`src/rtl/instr_fetch_unit_pkg.sv`:
```
// Shared CPU front-end constants: word/address widths, fetch FSM encoding and
// the prefetch buffer entry layout.
package instr_fetch_unit_pkg;

  localparam int unsigned DataW = 16;
  localparam int unsigned AddrW = 16;

  typedef enum logic [1:0] {
    StIdle  = 2'd0,
    StReq   = 2'd1,
    StDrain = 2'd2
  } fetch_state_e;

  typedef struct packed {
    logic [AddrW-1:0] pc;
    logic [DataW-1:0] data;
  } fetch_entry_t;

  // Word-address increment, wraps 0xFFFF -> 0x0000.
  function automatic logic [AddrW-1:0] pc_inc(input logic [AddrW-1:0] pc);
    return pc + AddrW'(1);
  endfunction

endpackage

```
`src/rtl/instr_fetch_unit_fetch_buffer.sv`:
```
// Prefetch FIFO of {pc, data} pairs with synchronous flush; head is registered
// storage so there is no combinational path from memory to the IR.
module instr_fetch_unit_fetch_buffer
  import instr_fetch_unit_pkg::*;
#(
  parameter int unsigned Depth = 2
) (
  input  logic                   clk_i,
  input  logic                   reset_i,
  input  logic                   flush_i,
  input  logic                   push_i,
  input  logic [AddrW-1:0]       push_pc_i,
  input  logic [DataW-1:0]       push_data_i,
  input  logic                   pop_i,
  output logic [$clog2(Depth):0] count_o,
  output logic [AddrW-1:0]       head_pc_o,
  output logic [DataW-1:0]       head_data_o
);

  localparam int unsigned PtrW = $clog2(Depth);

  fetch_entry_t           mem_q [Depth];
  logic [PtrW-1:0]        wr_ptr_q, wr_ptr_d;
  logic [PtrW-1:0]        rd_ptr_q, rd_ptr_d;
  logic [PtrW:0]          count_q, count_d;

  always_comb begin
    wr_ptr_d = wr_ptr_q;
    rd_ptr_d = rd_ptr_q;
    count_d  = count_q;
    if (flush_i) begin
      wr_ptr_d = '0;
      rd_ptr_d = '0;
      count_d  = '0;
    end else begin
      if (push_i) wr_ptr_d = wr_ptr_q + PtrW'(1);
      if (pop_i)  rd_ptr_d = rd_ptr_q + PtrW'(1);
      case ({push_i, pop_i})
        2'b10:   count_d = count_q + (PtrW+1)'(1);
        2'b01:   count_d = count_q - (PtrW+1)'(1);
        default: count_d = count_q;
      endcase
    end
  end

  always_ff @(posedge clk_i) begin
    if (reset_i) begin
      wr_ptr_q <= '0;
      rd_ptr_q <= '0;
      count_q  <= '0;
      for (int i = 0; i < Depth; i++) mem_q[i] <= '0;
    end else begin
      wr_ptr_q <= wr_ptr_d;
      rd_ptr_q <= rd_ptr_d;
      count_q  <= count_d;
      if (push_i && !flush_i) mem_q[wr_ptr_q] <= '{pc: push_pc_i, data: push_data_i};
    end
  end

  assign count_o     = count_q;
  assign head_pc_o   = mem_q[rd_ptr_q].pc;
  assign head_data_o = mem_q[rd_ptr_q].data;

endmodule

```
`src/rtl/instr_fetch_unit.sv`:
```
// CPU instruction fetch front end: PC walker and single-outstanding memory
// request FSM feeding a prefetch buffer, with redirect flush and drain.
module instr_fetch_unit
  import instr_fetch_unit_pkg::*;
#(
  parameter int unsigned     Depth   = 2,
  parameter logic [AddrW-1:0] ResetPc = '0
) (
  input  logic             clk_i,
  input  logic             reset_i,
  output logic             mem_req_o,
  output logic [AddrW-1:0] mem_addr_o,
  input  logic             mem_ack_i,
  input  logic [DataW-1:0] mem_rdata_i,
  output logic             ir_valid_o,
  output logic [DataW-1:0] ir_data_o,
  output logic [AddrW-1:0] ir_pc_o,
  input  logic             ir_load_i,
  input  logic             redirect_i,
  input  logic [AddrW-1:0] redirect_pc_i
);

  localparam int unsigned   CntW     = $clog2(Depth) + 1;
  localparam logic [CntW-1:0] DepthCnt = CntW'(Depth);
  localparam logic [CntW-1:0] DepthM1  = CntW'(Depth - 1);

  fetch_state_e     state_q, state_d;
  logic [AddrW-1:0] fetch_pc_q, fetch_pc_d;
  logic [AddrW-1:0] drain_addr_q, drain_addr_d;
  logic [CntW-1:0]  count;
  logic             push, pop, flush;

  // Redirect wins over any same-cycle IR pop.
  assign pop = ir_valid_o && ir_load_i && !redirect_i;

  always_ff @(posedge clk_i) begin
    if (reset_i) begin
      state_q      <= StIdle;
      fetch_pc_q   <= ResetPc;
      drain_addr_q <= ResetPc;
    end else begin
      state_q      <= state_d;
      fetch_pc_q   <= fetch_pc_d;
      drain_addr_q <= drain_addr_d;
    end
  end

  always_comb begin
    state_d      = state_q;
    fetch_pc_d   = fetch_pc_q;
    drain_addr_d = drain_addr_q;
    push         = 1'b0;
    flush        = 1'b0;
    unique case (state_q)
      StIdle: begin
        if (redirect_i) begin
          flush      = 1'b1;
          fetch_pc_d = redirect_pc_i;
          state_d    = StReq;
        end else if ((count != DepthCnt) || pop) begin
          state_d = StReq;
        end
      end
      StReq: begin
        if (redirect_i) begin
          flush      = 1'b1;
          fetch_pc_d = redirect_pc_i;
          if (mem_ack_i) begin
            state_d = StReq;
          end else begin
            // Bus must keep the old address until the pending ack arrives.
            drain_addr_d = fetch_pc_q;
            state_d      = StDrain;
          end
        end else if (mem_ack_i) begin
          push       = 1'b1;
          fetch_pc_d = pc_inc(fetch_pc_q);
          state_d    = (pop || (count != DepthM1)) ? StReq : StIdle;
        end
      end
      StDrain: begin
        if (redirect_i) begin
          flush      = 1'b1;
          fetch_pc_d = redirect_pc_i;
        end
        if (mem_ack_i) state_d = StReq;
      end
      default: state_d = StIdle;
    endcase
  end

  always_comb begin
    mem_req_o  = (state_q == StReq) || (state_q == StDrain);
    mem_addr_o = (state_q == StDrain) ? drain_addr_q : fetch_pc_q;
    ir_valid_o = (count != '0);
  end

  instr_fetch_unit_fetch_buffer #(
    .Depth (Depth)
  ) u_fetch_buffer (
    .clk_i       (clk_i),
    .reset_i     (reset_i),
    .flush_i     (flush),
    .push_i      (push),
    .push_pc_i   (fetch_pc_q),
    .push_data_i (mem_rdata_i),
    .pop_i       (pop),
    .count_o     (count),
    .head_pc_o   (ir_pc_o),
    .head_data_o (ir_data_o)
  );

endmodule

```
`config.mk`:
```
export PLATFORM = sky130hd
export DESIGN_NAME = instr_fetch_unit
export DESIGN_NICKNAME = d
export VERILOG_FILES = /design/src/rtl/instr_fetch_unit_pkg.sv /design/src/rtl/instr_fetch_unit_fetch_buffer.sv /design/src/rtl/instr_fetch_unit.sv
export SDC_FILE = /design/constraint.sdc
export NUM_CORES = 1
export LEC_CHECK = 0
export CAP_MARGIN = 5
export CORE_ASPECT_RATIO = 0.7
export CORE_MARGIN = 3
export CORE_UTILIZATION = 45
export CTS_CLUSTER_DIAMETER = 100
export DETAILED_ROUTE_END_ITERATION = 10
export PLACE_DENSITY = 0.7
export SETUP_SLACK_MARGIN = 0.02
export SKIP_CTS_REPAIR_TIMING = 1
export SLEW_MARGIN = 0
export SYNTH_ARGS = -nofsm -noshare
export SYNTH_HDL_FRONTEND = slang
export SYNTH_SLANG_ARGS = --single-unit
```
`constraint.sdc`:
```
create_clock -name clk_i -period 8 [get_ports clk_i]
set_clock_uncertainty 0.1 [all_clocks]
set_input_delay 1.6 -clock clk_i [delete_from_list [all_inputs] [get_ports clk_i]]
set_output_delay 1.6 -clock clk_i [all_outputs]
set_load 0.005 [all_outputs]
```
==> metrics.log <==
INFO  metric status = complete, no violations
INFO  metric buffer_ports.inserted = 86
INFO  metric endpoint = mem_addr_o[6]
INFO  metric syn_area_per_cell = 10.7 um2
INFO  metric synth_ff_type = sky130_fd_sc_hd__edfxtp_1
INFO  metric drcViolationCount = 0
INFO  metric ir_worst_vdd = 0.120 mV
INFO  metric cts_inserted_buffers = 9
INFO  metric power.static_leakage = 0.00221 uW
INFO  metric p_int = 935 uW
INFO  metric worst_path_dominant_cell_family = adder cells
INFO  metric syn-num-nets = 514
INFO  metric clk_latency = 340 ps
INFO  metric critical_path.endpoint_type = output pin
INFO  metric final_cells = 691
INFO  metric dieArea = 0.0124 mm2
INFO  metric p_clk_share = 34.3%
INFO  metric share_of_post_route_cells_with_drive_strength_above_1 = 13.6%
INFO  metric count_of_unique_library_cells_instantiated_by_yosys = 50
INFO  metric number_of_flops_mapped_to_enable_cells_by_yosys = 64
INFO  metric p_per_area = 199 mW/mm2
INFO  metric power_switching_share = 25.2%
INFO  metric finalSetupTns = 0 ps
INFO  metric total_clock_sinks = 103
INFO  metric post_drt_via_cell_ratio = 5.47
INFO  metric asyncSetResetFlopFracSynth = 0%
INFO  metric dieHeight = 94.2 um
INFO  metric drt_pass1_iterations = 5
INFO  metric clk_pin_slew_worst_paths = 60 ps
INFO  metric num-nets-final = 585
INFO  metric synthDominantAreaCellType = sky130_fd_sc_hd__edfxtp_1
INFO  metric max-cap-violations = 0
INFO  metric setup_violations = 0
INFO  metric place_congestion = 0.882
INFO  metric detailed_placement_hpwl = 8020 um
INFO  metric drt-wirelength-per-cell = 17.2 um
INFO  metric tritoncts_clock_tree = done
INFO  metric n_antenna_cell = 0
INFO  metric postSynthRegisterBits = 103
INFO  metric post-place-cells = 676
INFO  metric synth-warning-count = 0
INFO  metric timing.critical_path.from = state_q[0]
INFO  metric worst-path-buf-inv = 2
INFO  metric chipWidth = 132 um
INFO  metric worst_ep_arrival_time = 2520 ps
INFO  metric number_of_rows_in_the_core_area = 31
INFO  metric max-slew-margin-rel = 29.9%
INFO  metric floorplan.initialDensity = 47.2%
INFO  metric timing_worst_setup_path_type = flip-flop to output pin
INFO  metric synth.yosys.seq_area_share = 54.0%
INFO  metric timing.reg2reg.setup_slack = 5030 ps
INFO  metric critical_path_cell_with_the_highest_stage_delay = sky130_fd_sc_hd__ha_1
INFO  metric cp_max_fo = 25
INFO  metric worst-r2r-cell-count = 6
INFO  metric groute.usage.overall = 19.4%
INFO  metric cts-htree-levels = 3
INFO  metric netlist_top_cells_area = sky130_fd_sc_hd__edfxtp_1 38%, sky130_fd_sc_hd__dfxtp_1 16%, sky130_fd_sc_hd__mux2_2 9.9%
INFO  metric hold_path.class = flip-flop to flip-flop
INFO  metric vias_in_the_first_global_route = 3723
INFO  metric final_hold_viols = 0
INFO  metric drt_iter0_markers = 280
INFO  metric worstReg2RegEnd = fetch_pc_q[10]
INFO  metric stages_on_the_worst_setup_path = 4
INFO  metric fmax = 0.237 GHz
INFO  metric grt_pass1_wl = 19100 um
INFO  metric path_cells = inv_1 > ha_1 > mux2_2 > clkdlybuf4s50_1
INFO  metric power.share.sequential = 50.3%
INFO  metric cts-root-to-sink-buffers = 2
INFO  metric n_fill_cell = 863
INFO  metric grt_max_degree = 48
INFO  metric vias = 3781
INFO  metric finalWirelength = 11900 um
INFO  metric area_growth_syn_to_layout = 25.5%
INFO  metric antenna_left = 0
INFO  metric io_pins = 87
INFO  metric startpoint_type = flip-flop
INFO  metric report.final.slew_viol_count = 0
INFO  metric critical_path.reg2reg.startpoint = state_q[0]
INFO  metric core_footprint = 0.0106 mm2
INFO  metric cp_data_required_time = 6300 ps
INFO  metric finalCritPeriodShare = 52.8%
INFO  metric shortest_period_the_worst_path_allows = 4220 ps
INFO  metric globalRoute.totalOverflow = 0
INFO  metric p_sw = 316 uW
INFO  metric rsz_0062_raised_after_global_routing = false
INFO  metric worst_max_slew_pin_slew = 1050 ps
INFO  metric synth_area = 0.00500 mm2
INFO  metric synth_largest_type_area_fraction = 38.4%
INFO  metric worst_path_largest_cell_delay = 800 ps
INFO  metric initial_antenna_violation_count = 0
INFO  metric share_comb_of_total_power = 15.3%
INFO  metric cell_chosen_for_the_clock_root = sky130_fd_sc_hd__clkbuf_16
INFO  metric post_synth_inst_count = 468
==> cells in the final DEF, fill, tap and decap left out, types with 4 or more instances in the layout <==
cell type,instances
sky130_fd_sc_hd__nand2_1,54
sky130_fd_sc_hd__nor2_1,15
sky130_fd_sc_hd__a21oi_1,28
sky130_fd_sc_hd__a31oi_1,5
sky130_fd_sc_hd__clkbuf_16,9
sky130_fd_sc_hd__nor4_1,14
sky130_fd_sc_hd__ha_1,9
sky130_fd_sc_hd__nand4_1,4
sky130_fd_sc_hd__o21ai_0,12
sky130_fd_sc_hd__mux2_2,44
sky130_fd_sc_hd__clkdlybuf4s50_1,86
sky130_fd_sc_hd__or4_1,5
sky130_fd_sc_hd__nand3_1,10
sky130_fd_sc_hd__nor3_1,5
sky130_fd_sc_hd__buf_4,6
sky130_fd_sc_hd__edfxtp_1,64
sky130_fd_sc_hd__inv_1,14
sky130_fd_sc_hd__dfxtp_1,39
sky130_fd_sc_hd__and2_1,58
sky130_fd_sc_hd__mux2i_1,4
==> power groups by stage <==
stage	Sequential, uW	Combinational, uW	Clock (uW)
6_report	629	192	430
5_1_grt	633	209	458
3_5_place_dp	640	191	0
3_3_place_gp	638	187	0
4_1_cts	628	193	437
2_1_floorplan	623	107	0
==> through the flow <==
step,worst slack (ps),hold slack (ps),total power (uW),instance area [um2],utilization [%]
floorplan,3050,333,730,5000,-
global placement,3800,338,824,5990,56.6
detailed placement,3640,347,831,5990,56.6
CTS,3790,356,1260,6280,59.3
global route,3620,384,1300,6280,59.3
finish,3780,355,1250,6280,59.3
==> registers in the layout (all words and copies together), names as in the netlist, named ones only <==
name,cells
u_fetch_buffer.mem_q,64
drain_addr_q,16
fetch_pc_q,16
state_q,2
u_fetch_buffer.count_o,2
u_fetch_buffer.rd_ptr_q,1
u_fetch_buffer.wr_ptr_q,1
==> Yosys cell counts (all sizes together) (2+ instances only) <==
library cell / instances
a211o: 2
o21ai: 16
mux2: 44
o32ai: 2
xor2: 2
nand2: 55
inv: 14
mux2i: 4
nor4: 14
o211ai: 2
o311ai: 2
a31oi: 5
nand3: 10
clkbuf: 27
or3: 2
dfxtp: 39
edfxtp: 64
nor3: 8
o31ai: 3
a21oi: 28
nand4: 5
nor2: 15
nor2b: 2
nor3b: 2
ha: 9
buf: 5
xnor2: 2
a311oi: 3
or2: 2
and2: 60
a211oi: 3
or4: 5
==> kinds of logic after synthesis <==
family                   count (synthesis)  synth area share [%]
flip-flops                             103                  54.0
multiplexers                            48                  10.7
buffers and inverters                   47                  3.58
adder cells (fa/ha/maj)                  9                  2.25
AO/OA/AOI/OAI                           73                  9.03
XOR/XNOR                                 4                 0.700
AND/OR/NAND/NOR                        184                  19.7
==> how the worst min path moves through the flow <==
stage	start	to	slack, ps	depth (start not counted)
CTS	drain_addr_q[15]	drain_addr_q[15]	360	2
global route	drain_addr_q[14]	drain_addr_q[14]	380	2
global placement	drain_addr_q[1]	drain_addr_q[1]	340	2
finish	drain_addr_q[12]	drain_addr_q[12]	350	2
floorplan	drain_addr_q[0]	drain_addr_q[0]	330	2
detailed placement	drain_addr_q[15]	drain_addr_q[15]	350	2
==> layer usage <==
layer | global-route usage, % | vias to the layer above | wire, um
li1 | - | 1823 | -
met1 | 27.0 | 1813 | 5670
met2 | 30.8 | 132 | 5320
met3 | 4.98 | 13 | 784
met4 | 4.11 | 0 | 111
met5 | 0 | - | 0
==> layout make-up <==
type	count	area, um2	area share, %
multi-input combinational	318	2140	34.1
clock buffer	10	229	3.65
timing repair buffer	92	906	14.4
clock inverter	5	56.3	0.897
inverter	15	56.3	0.897
tap	148	185	2.95
sequential	103	2700	43.0
==> tightest hold or removal path: stages, from the launching register on <==
cell,delay [ps]
sky130_fd_sc_hd__dfxtp_1,310
sky130_fd_sc_hd__nand2_1,50
sky130_fd_sc_hd__a21oi_1,50
No activity file was read; power rests on OpenSTA's default activity.
==> RTL change 1, RTL diff (same settings) <==
Re-encode `fetch_state_e` (3 states) as one-hot, 3 bits wide.
--- a/src/rtl/instr_fetch_unit_pkg.sv
+++ b/src/rtl/instr_fetch_unit_pkg.sv
@@ -5,10 +5,10 @@
   localparam int unsigned DataW = 16;
   localparam int unsigned AddrW = 16;
 
-  typedef enum logic [1:0] {
-    StIdle  = 2'd0,
-    StReq   = 2'd1,
-    StDrain = 2'd2
+  typedef enum logic [2:0] {
+    StIdle  = 3'b001,
+    StReq   = 3'b010,
+    StDrain = 3'b100
   } fetch_state_e;
 
   typedef struct packed {
Behaviour: no difference found for any inputs over 4 cycles, from zero or initial values and one cycle with reset_i high; so few cycles prove little.
==> RTL change 1 against the unedited design <==
Count of clock-buffer cells in the layout is the same. Power down 5.0%. Design area decreased by 2.0%. Sequential cell count up 1. Setup slack improved by 0.12 ns. Cell count did not move. First-iteration DRC count decreased by 2.5%. Area after synthesis decreased by 0.98%. Die area decreased by 0.92%. Routed wire length decreased by 1.5%. Combinational power shrank 5%. Via count is 0.16% lower.
==> RTL change 1: results (changes against the unedited design) <==
| Metric | Value |
|---|---|
| Status | finished, final reports clean |
| Layout fillers | 894 (+3.6%) |
| Critical Path Sink | u_fetch_buffer.mem_q[0][25] |
| Crit Reg-Reg Endpoint | u_fetch_buffer.mem_q[1][21] |
| Kind of cell adding the most delay to the critical path | compound AO/OA/AOI/OAI gates |
| WL met3 | 786 um (+0.26%) |
| Final WS setup | 3.90 ns (+0.122 ns) |
| Met3 usage | 5.41% (+0.43 points) |
| Leak | 0.00210 uW (-4.9%) |
| Largest net degree at the start of global routing | 67 (+40%) |
| Routability congestion estimate | 0.860 (-2.5%) |
| Buffering overhead | 14.4% (-0.038 points) |
| Multi-input gates | 317 (-0.31%) |
| Synth cell types | 47 (-6.0%) |
| Crit-path slowest cell | o21bai_4 |
| Synth cell count leaders | edfxtp_1 (64), nand2_1 (56), and2_1 (44) |
| CTS sink count | 104 (+0.97%) |
| R2R Setup Slk | 5.19 ns (+0.16 ns) |
| M2 GR Usage | 29.9% (-0.91 points) |
| Post-Synth Adder-Cell Area | 1.26% (-0.99 points) |
| Multi-input gate area | 0.00204 sq mm (-4.7%) |
| Post-DR wirelength/cell | 16.9 um (-1.5%) |
| Crit-path max FO | 32 (+28%) |
| Synth Area in Compound Gates | 11.4% (+2.3 points) |
| Vias per cell | 5.46 (-0.16%) |
| Net count after synthesis | 513 (-0.19%) |
| Initial DRC Count | 273 (-2.5%) |
| Main area contributors after synthesis | edfxtp_1 (39%), dfxtp_1 (16%), mux2_2 (8.0%) |
| Crit path DAT | 3.96 ns (+1.44 ns) |
| Post-synthesis mux area share | 7.96% (-2.7 points) |
| Detail Placement HPWL | 7880 um (-1.8%) |
| Vias in the first global route | 3665 (-1.6%) |
| Inverters | 18 (+3) |
| Crit path from | mem_ack_i |
| Met1 GRT Util | 26.9% (-0.069 points) |
==> RTL change 1: cell types whose count changed after synthesis, sizes merged, moves of 5 or more <==
cell / change
o31a: +5
nor3: +16
clkbuf: -9
nand2b: +6
or4: -5
and2: -16
buf: +9
mux2: -9
a21oi: +13
o32ai: +11
==> RTL change 1: per-stage QoR <==
| step | cells | cell area (sq um) | hold WS (ns) |
|---|---|---|---|
| floorplan | 471 | 4950 | 0.332 |
| global placement | 677 | 5900 | 0.339 |
| detailed placement | 677 | 5900 | 0.349 |
| CTS | 691 | 6160 | 0.358 |
| global route | 691 | 6160 | 0.381 |
| finish | 691 | 6160 | 0.357 |
==> RTL change 1: kinds of logic after synthesis <==
group / count (synthesis)
xor+xnor: 5
compound gates: 89
flops: 104
mux: 35
fa+ha+maj: 5
buf+inv: 50
simple gates: 183
==> RTL change 1: how the worst min path moves through the flow <==
| stage | start | end | cells after the start |
|---|---|---|---|
| final | drain_addr_q[9] | drain_addr_q[9] | 2 |
| after global routing | drain_addr_q[6] | drain_addr_q[6] | 2 |
| after CTS | fetch_pc_q[15] | drain_addr_q[15] | 2 |
| after detailed placement | fetch_pc_q[15] | drain_addr_q[15] | 2 |
| after global placement | fetch_pc_q[15] | drain_addr_q[15] | 2 |
| after floorplan | fetch_pc_q[15] | drain_addr_q[15] | 2 |
==> RTL change 1: power groups by stage <==
| stage | clock (uW) | sequential, uW | combinational, uW |
|---|---|---|---|
| final | 388 | 619 | 182 |
| after global routing | 415 | 623 | 197 |
| after CTS | 395 | 618 | 181 |
| after detailed placement | 0 | 630 | 180 |
| after global placement | 0 | 629 | 177 |
| after floorplan | 0 | 618 | 105 |
==> RTL change 1: worst reg2reg max path: stages (launching register included) <==
cell and delay (ns):
dfxtp_1 0.78, nand3_1 0.69, nand2b_2 0.86
==> RTL change 2, RTL diff (same flow settings) <==
Without the edit above. `AddrW`: 16 -> 14.
--- a/src/rtl/instr_fetch_unit_pkg.sv
+++ b/src/rtl/instr_fetch_unit_pkg.sv
@@ -3,7 +3,7 @@
 package instr_fetch_unit_pkg;
 
   localparam int unsigned DataW = 16;
-  localparam int unsigned AddrW = 16;
+  localparam int unsigned AddrW = 14;
 
   typedef enum logic [1:0] {
     StIdle  = 2'd0,
Ports: changed (resized ir_pc_o, mem_addr_o and redirect_pc_i); port bits go from 87 to 81. The function was not compared with the original's and may differ.
==> RTL change 2 against the unedited design <==
Critical path depth unchanged. Sequential power down 7.6%. Clock power up 1%. Hold slack better by 0.00073 ns. Via count down 9.8%. Routed wire length down 13%. Sequential cell count down 8. Non-clock buffer count down 6. Area after synthesis down 7.2%. Design area down 7.3%. Utilization down 0.33 points. Setup slack better by 0.092 ns. Power down 4.9%. Critical endpoint is now mem_addr_o[1]. Highest routed layer unchanged.
==> RTL change 2: results (changes against the unedited design) <==
| Metric | Value |
|---|---|
| M2 GR Usage | 28.3% (-2.5 points) |
| Clock Pin Slew Worst Setup and Hold Paths | 0.07 ns |
| Hold path depth | 2 (unchanged) |
| Post-synth EDFFs | 60 (-6.3%) |
| CTS H-tree lvls | 3 (unchanged) |
| Vias in the first global route | 3238 (-13%) |
| GRT Total Usage | 18.6% (-0.76 points) |
| WL met3 | 867 um (+11%) |
| Slew headroom | 31.8% (+1.9 points) |
| Post-Synth Adder-Cell Area | 2.43% (+0.18 points) |
| Synth warn | 0 (unchanged) |
| Net count after synthesis | 469 (-8.8%) |
| R2R cell count | 6 (unchanged) |
| Metal1 wirelength | 4820 um (-15%) |
| Worst min path class | flop to flop |
| VDD IR max | 0.000106 V (-12%) |
| PortBufs | 80 (-7.0%) |
| Post-DR wirelength/cell | 16.7 um (-3.1%) |
| Initial antenna violation count | 0 (unchanged) |
| Post-route ant nets | 0 (unchanged) |
| Synth async-reset ratio | 0% (unchanged) |
| Top_reg_cell synth | edfxtp_1 |
| Cts bufs inserted | 9 (unchanged) |
| Main area contributors after synthesis | edfxtp_1 (39%), dfxtp_1 (15%), mux2_2 (9.9%) |
| Synth Area in Compound Gates | 9.73% (+0.70 points) |
| Clock Tree Buf Depth | 2 (unchanged) |
| Largest net degree at the start of global routing | 38 (-21%) |
| Initial DRC Count | 271 (-3.2%) |
| Latest clock arrival within the worst-skew pair | 0.34 ns (about the same) |
| Routability congestion estimate | 0.810 (-8.2%) |
| Crit-path max FO | 21 (-16%) |
| XOR/XNOR share of the synthesized area | 0.755% (+0.055 points) |
| Status | finished, final reports clean |
| Detail Placement HPWL | 6760 um (-16%) |
| Global-route wire length before repair | 17200 um (-10%) |
| Metal2 WL | 4630 um (-13%) |
| Met3 usage | 5.23% (+0.25 points) |
| Top flop regs | u_fetch_buffer.mem_q (60), drain_addr_q (14), fetch_pc_q (14) |
| Sequential-to-total area share from yosys stat | 53.9% (-0.10 points) |
| Nets | 535 (-8.5%) |
| Pre-Repair DR Iteration Count | 4 (-1) |
| Root buf cell | clkbuf_16 |
| Crit-path slowest cell | ha_1 |
| DP Worst Slack | 3.97 ns (+0.331 ns) |
| Worst stage delay on the critical path | 0.70 ns (-0.10 ns) |
| Fraction of layout instances using a drive strength above 1 | 15.3% (+1.7 points) |
| Top sig layer | met4 |
| Synth cell count leaders | edfxtp_1 (60), and2_1 (57), nand2_1 (45) |
| Met1 GRT Util | 26.3% (-0.66 points) |
| Post-synthesis mux area share | 10.2% (-0.54 points) |
| Synth cell types | 53 (+6.0%) |
| Antenna Cells | 0 (unchanged) |
| Via count | 3411 (-9.8%) |
| Layout fillers | 815 (-5.6%) |
| Leak | 0.00213 uW (-3.9%) |
## RTL change 2: cell types whose count changed in the layout (fill, tap and decap cells not counted), sizes merged, moves of 4 or more
| cell | before | now |
|---|---|---|
| clkdlybuf4s50 | 86 | 80 |
| nor4 | 14 | 4 |
| nand2 | 55 | 45 |
| edfxtp | 64 | 60 |
| dfxtp | 39 | 35 |
| a21oi | 28 | 24 |
## RTL change 2: worst paths after layout
check / start / end / slack (ns)
setup / recovery: state_q[0] / mem_addr_o[1] / 3.87
hold / removal: drain_addr_q[1] / drain_addr_q[1] / 0.36
setup reg to reg: state_q[0] / fetch_pc_q[10] / 5.06
hold reg to reg: drain_addr_q[1] / drain_addr_q[1] / 0.36
## RTL change 2: cell type report
| type | count | area (sq um) | share of cell area [%] |
|---|---|---|---|
| clock inverter | 7 | 78.8 | 1.35 |
| sequential | 95 | 2500 | 43.0 |
| inverter | 13 | 48.8 | 0.838 |
| multi-input combinational | 286 | 1960 | 33.7 |
| tap | 128 | 160 | 2.75 |
| clock buffer | 9 | 225 | 3.87 |
| timing repair buffer | 86 | 846 | 14.5 |
## RTL change 2: through the flow
step / power [uW] / instances / area, sq um / utilization, % / hold slack (ns)
after global routing: 1240 / 624 / 5820 / 59.0 / 0.377
after detailed placement: 764 / 608 / 5520 / 55.9 / 0.347
after global placement: 759 / 608 / 5520 / 55.9 / 0.338
final: 1190 / 624 / 5820 / 59.0 / 0.356
after CTS: 1200 / 624 / 5820 / 59.0 / 0.356
after floorplan: 676 / 425 / 4640 / - / 0.333
## RTL change 2: report_power, final
group | total, uW | internal (uW) | switching (uW)
Combinational | 173 | 92.6 | 80.9
Clock | 436 | 246 | 190
Sequential | 581 | 549 | 31.9
